### src/rtl/calc_seq_ctrl.sv
// ============================================================================
// Module  : calc_seq_ctrl
// Brief   : Sequential valid/ready front-end for the 4-bit calculator core.
//           Optional sticky overflow flag enabled by CALC_STICKY_OVF_EN.
// Revision: 1.0 - initial release
// ============================================================================
`default_nettype none

module calc_seq_ctrl #(
  parameter int CNT_W = 8
) (
  input  logic             clk,
  input  logic             rst,
  input  logic             in_valid,
  output logic             in_ready,
  input  logic [2:0]       in_op,
  input  logic [3:0]       in_a,
  input  logic [3:0]       in_b,
  input  logic             in_chain,
  output logic [2:0]       core_op,
  output logic [3:0]       core_a,
  output logic [3:0]       core_b,
  input  logic [3:0]       core_r,
  input  logic             core_ovf,
  output logic             out_valid,
  input  logic             out_ready,
  output logic [3:0]       out_r,
  output logic             out_ovf,
`ifdef CALC_STICKY_OVF_EN
  input  logic             ovf_clr,
  output logic             sticky_ovf,
`endif
  output logic [CNT_W-1:0] op_count
);

  typedef enum logic [1:0] {
    ST_IDLE = 2'd0,
    ST_EXEC = 2'd1,
    ST_DONE = 2'd2
  } state_t;

  state_t           r_state;
  logic             r_in_ready;
  logic             r_out_valid;
  logic [2:0]       r_core_op;
  logic [3:0]       r_core_a;
  logic [3:0]       r_core_b;
  logic [3:0]       r_out_r;
  logic             r_out_ovf;
  logic [3:0]       r_last_r;
  logic [CNT_W-1:0] r_op_count;

  logic [3:0]       w_a_sel;
  logic             w_capture;

  // Chained requests take the last captured result, regardless of its overflow.
  assign w_a_sel   = in_chain ? r_last_r : in_a;
  assign w_capture = (r_state == ST_EXEC);

  always_ff @(posedge clk) begin
    if (rst) begin
      r_state     <= ST_IDLE;
      r_in_ready  <= 1'b1;
      r_out_valid <= 1'b0;
      r_core_op   <= 3'd0;
      r_core_a    <= 4'd0;
      r_core_b    <= 4'd0;
      r_out_r     <= 4'd0;
      r_out_ovf   <= 1'b0;
      r_last_r    <= 4'd0;
      r_op_count  <= '0;
    end else begin
      case (r_state)
        ST_IDLE: begin
          if (in_valid) begin
            r_core_op  <= in_op;
            r_core_a   <= w_a_sel;
            r_core_b   <= in_b;
            r_in_ready <= 1'b0;
            r_state    <= ST_EXEC;
          end
        end
        ST_EXEC: begin
          r_out_r     <= core_r;
          r_out_ovf   <= core_ovf;
          r_last_r    <= core_r;
          r_out_valid <= 1'b1;
          r_state     <= ST_DONE;
        end
        ST_DONE: begin
          if (out_ready) begin
            r_op_count  <= r_op_count + CNT_W'(1);
            r_out_valid <= 1'b0;
            r_in_ready  <= 1'b1;
            r_state     <= ST_IDLE;
          end
        end
        default: begin
          r_out_valid <= 1'b0;
          r_in_ready  <= 1'b1;
          r_state     <= ST_IDLE;
        end
      endcase
    end
  end

`ifdef CALC_STICKY_OVF_EN
  logic r_sticky_ovf;

  // A set on the capture edge overrides a simultaneous clear.
  always_ff @(posedge clk) begin
    if (rst) begin
      r_sticky_ovf <= 1'b0;
    end else if (w_capture && core_ovf) begin
      r_sticky_ovf <= 1'b1;
    end else if (ovf_clr) begin
      r_sticky_ovf <= 1'b0;
    end
  end

  assign sticky_ovf = r_sticky_ovf;
`else
  logic w_capture_unused;
  assign w_capture_unused = w_capture;
`endif

  assign in_ready  = r_in_ready;
  assign out_valid = r_out_valid;
  assign core_op   = r_core_op;
  assign core_a    = r_core_a;
  assign core_b    = r_core_b;
  assign out_r     = r_out_r;
  assign out_ovf   = r_out_ovf;
  assign op_count  = r_op_count;

endmodule

`default_nettype wire

### config.mk
export PLATFORM = sky130hd
export DESIGN_NAME = calc_seq_ctrl
export DESIGN_NICKNAME = d
export VERILOG_FILES = /design/src/rtl/calc_seq_ctrl.sv
export SDC_FILE = /design/constraint.sdc
export NUM_CORES = 1
export LEC_CHECK = 0
export CAP_MARGIN = 0
export CORE_UTILIZATION = 35
export CTS_CLUSTER_DIAMETER = 80
export DETAILED_ROUTE_END_ITERATION = 12
export HOLD_SLACK_MARGIN = 0.15
export PLACE_DENSITY = 0.69
export SLEW_MARGIN = 20
export SYNTH_ARGS = -nofsm -noshare
export SYNTH_HDL_FRONTEND = slang
export SYNTH_SLANG_ARGS = --single-unit
### constraint.sdc
create_clock -name clk -period 1.6 [get_ports clk]
set_input_delay 0.32 -clock clk [delete_from_list [all_inputs] [get_ports clk]]
set_output_delay 0.32 -clock clk [all_outputs]
set_load 0.02 [all_outputs]
==> reports/summary.txt <==
Hold Crit Class - reg2reg
Final cycle utilization of the critical path - 0.9208
CP Class - reg2reg
Max-slew violation count - 0
Non-Filler Instances - 215
RSZ-0062 raised after global routing - no
Critical Path AT - 1.74 ns
Final setup vio count - 0
CP Capture Type - register
Hold slack - 0.4609 ns
Vias in the first global route - 996
Filler cells - 306
Area grow syn2layout - 47.22%
Critical path peak fanout - 9
Number of distinct library cells after synthesis - 28
Max Root-Sink Buffers - 2
Critical Path Max Stage Delay - 0.56 ns
Core Region - 3053 um^2
DRC - 0
Post-CTS setup buffers - 0
Worst Tran Pin Value - 0.3508 ns
Setup slack, reg-to-reg - 0.13 ns
DR vias - 1,038
PwrDens - 779.6 nW/um^2
Layout cell share with drive strength beyond 1 - 0.08187
Most frequent cells in the layout - dfxtp_1, dlygate4sd2_1, clkdlybuf4s50_1
Avg Cell Area, Syn - 9.081 um^2
HPWL reported at the end of detailed placement - 1.944 mm
Status - complete, no violations
Via density - 4.828
DRT Wirelength - 2.581 mm
Num CTS Buffers - 3
Overall power - 0.001292 W
Synth Register Bits - 28
Most common cell after layout, fill and taps aside - dfxtp_1
Remaining Overflow, GRT - 0
Slowest CP cell - dfxtp_1
Largest net degree at the start of global routing - 29
Maximum vdd drop - 446.4 uV
Die Span X - 58.72 um
Clock sink count - 28
TritonCTS clock tree - yes
Die height - 58.72 um
Synthesized Nets - 146
Register area share after synthesis - 0.4978
CTS root buffer - clkbuf_4
Number of buffers added on ports - 46
Final Hold Vio Count - 0
Setup_tns - 0 ns
FP Rows - 20
Final min period - 1.473 ns
Wire per inst - 12.00 um
Initial antenna violation count - 0
Routability Congestion - 0.6606
Post-Syn Instances - 124
Synth warn - 0
First-pass GRT wire length - 4.181 mm
GRT Resource Usage Total - 0.1619
Pleak - 0.7412 nW
Ant diodes - 0
H-tree depth - 1
Cell Chain, Critical Path - nand3b_4 > or4_1 > a21oi_1
Initial Utilization - 0.3689
Max-Cap Viols - 0
Worst Setup Start Kind - register
I/O pin cnt - 47
Dpl cells - 212
Clock-pin slew on the worst setup and hold paths - 0.15 ns
Hold_buf cts - 0
Finished Core Util - 0.5430
Achievable frequency - 0.6788 GHz
Antenna Nets Post-Route - 0
Relative slew slack - 0.7658
Post-Syn Area - 1126 um^2
WP data required - 1.86 ns
Clk_skew - 0.01004 ns
Pre-Repair DR Iteration Count - 4
Die area - 3448 um^2
Clk_lat worst skew - 0.32 ns
Layout Nets - 195
Drt first-iter violations - 11
cells in the mapped netlist:
cell | n | area share
clkbuf_1 | 4 | 0.013
or3_1 | 3 | 0.017
nand2_1 | 16 | 0.053
xor2_1 | 2 | 0.016
or2_2 | 1 | 0.0056
o21a_1 | 1 | 0.0067
buf_1 | 1 | 0.0033
nand4b_1 | 1 | 0.0078
nor2_1 | 17 | 0.057
ha_1 | 1 | 0.011
nand3_1 | 1 | 0.0044
or4_1 | 2 | 0.013
mux2i_1 | 10 | 0.089
nand2b_1 | 1 | 0.0056
a211oi_1 | 4 | 0.027
o21bai_1 | 1 | 0.0067
a21oi_1 | 13 | 0.058
o31ai_1 | 2 | 0.013
nor2b_1 | 1 | 0.0056
buf_2 | 4 | 0.018
dfxtp_1 | 28 | 0.50
nand4_1 | 2 | 0.011
nand3b_4 | 1 | 0.018
or3b_2 | 1 | 0.0078
nor3_1 | 1 | 0.0044
nor3b_2 | 1 | 0.011
o21ai_0 | 3 | 0.013
nor3b_1 | 1 | 0.0067
where the power goes:
part,switching [W],internal (W),leakage (nW)
sequential,0.0000252,0.000733,0.229
combinational,0.000119,0.000126,0.499
clock,0.000200,0.0000882,0.0138
total,0.000345,0.000947,0.741
registers in the layout, summed over array words and instances, names as in the netlist:
name	cells
core_a	4
core_op	3
r_state	2
core_b	4
out_ovf	1
in_ready	1
op_count	8
out_valid	1
r_last_r	4
repair_timing:
action                     in CTS  in global routing
gates resized for setup        26                  0
hold endpoints to repair        0                  0
setup endpoints to repair      26                  0
cell families after synthesis:
kind of cell               synth area share
AOI/OAI and AO/OA                    0.1244
xor gates and xnor gates            0.01556
adders and majority gates           0.01111
buffers and inverters               0.03444
DFF                                  0.4978
muxes                               0.08889
and+or+nand+nor                      0.2278
critical path: cells and delay by family (launching register included):
family | cells | cell delay (ns)
compound gates | 1 | 0.18
simple gates | 2 | 0.67
flops | 1 | 0.56
worst paths after layout:
path | endpoint | start | cells after the start
setup / recovery | op_count[5] | r_state[1] | 3
hold / removal | core_b[1] | core_b[1] | 2
setup reg to reg | op_count[5] | r_state[1] | 3
hold reg to reg | core_b[1] | core_b[1] | 2
area by class of cell:
type | instances | area (um^2) | area share
Sequential cell | 28 | 560.5 | 0.3381
Multi-Input combinational cell | 87 | 526.8 | 0.3177
Timing Repair Buffer | 53 | 493.0 | 0.2974
Tap cell | 44 | 55.05 | 0.03321
Clock buffer | 3 | 22.52 | 0.01358
per-layer routing:
layer / track usage / vias up / routed length, um
met1: 0.1857 / 472 / 1147
met2: 0.2792 / 34 / 1227
li1: - / 530 / -
met4: 0.06122 / 0 / 14
met3: 0.05275 / 2 / 191
met5: 0 / - / 0
stage by stage:
step,setup slack (ns),area (um^2)
final,0.1268,1658
after global routing,0.06662,1658
after CTS,0.1262,1658
after detailed placement,-0.1802,1668
after global placement,-0.08711,1668
after floorplan,0.2219,1126
Power figures use the tool's default switching activity.
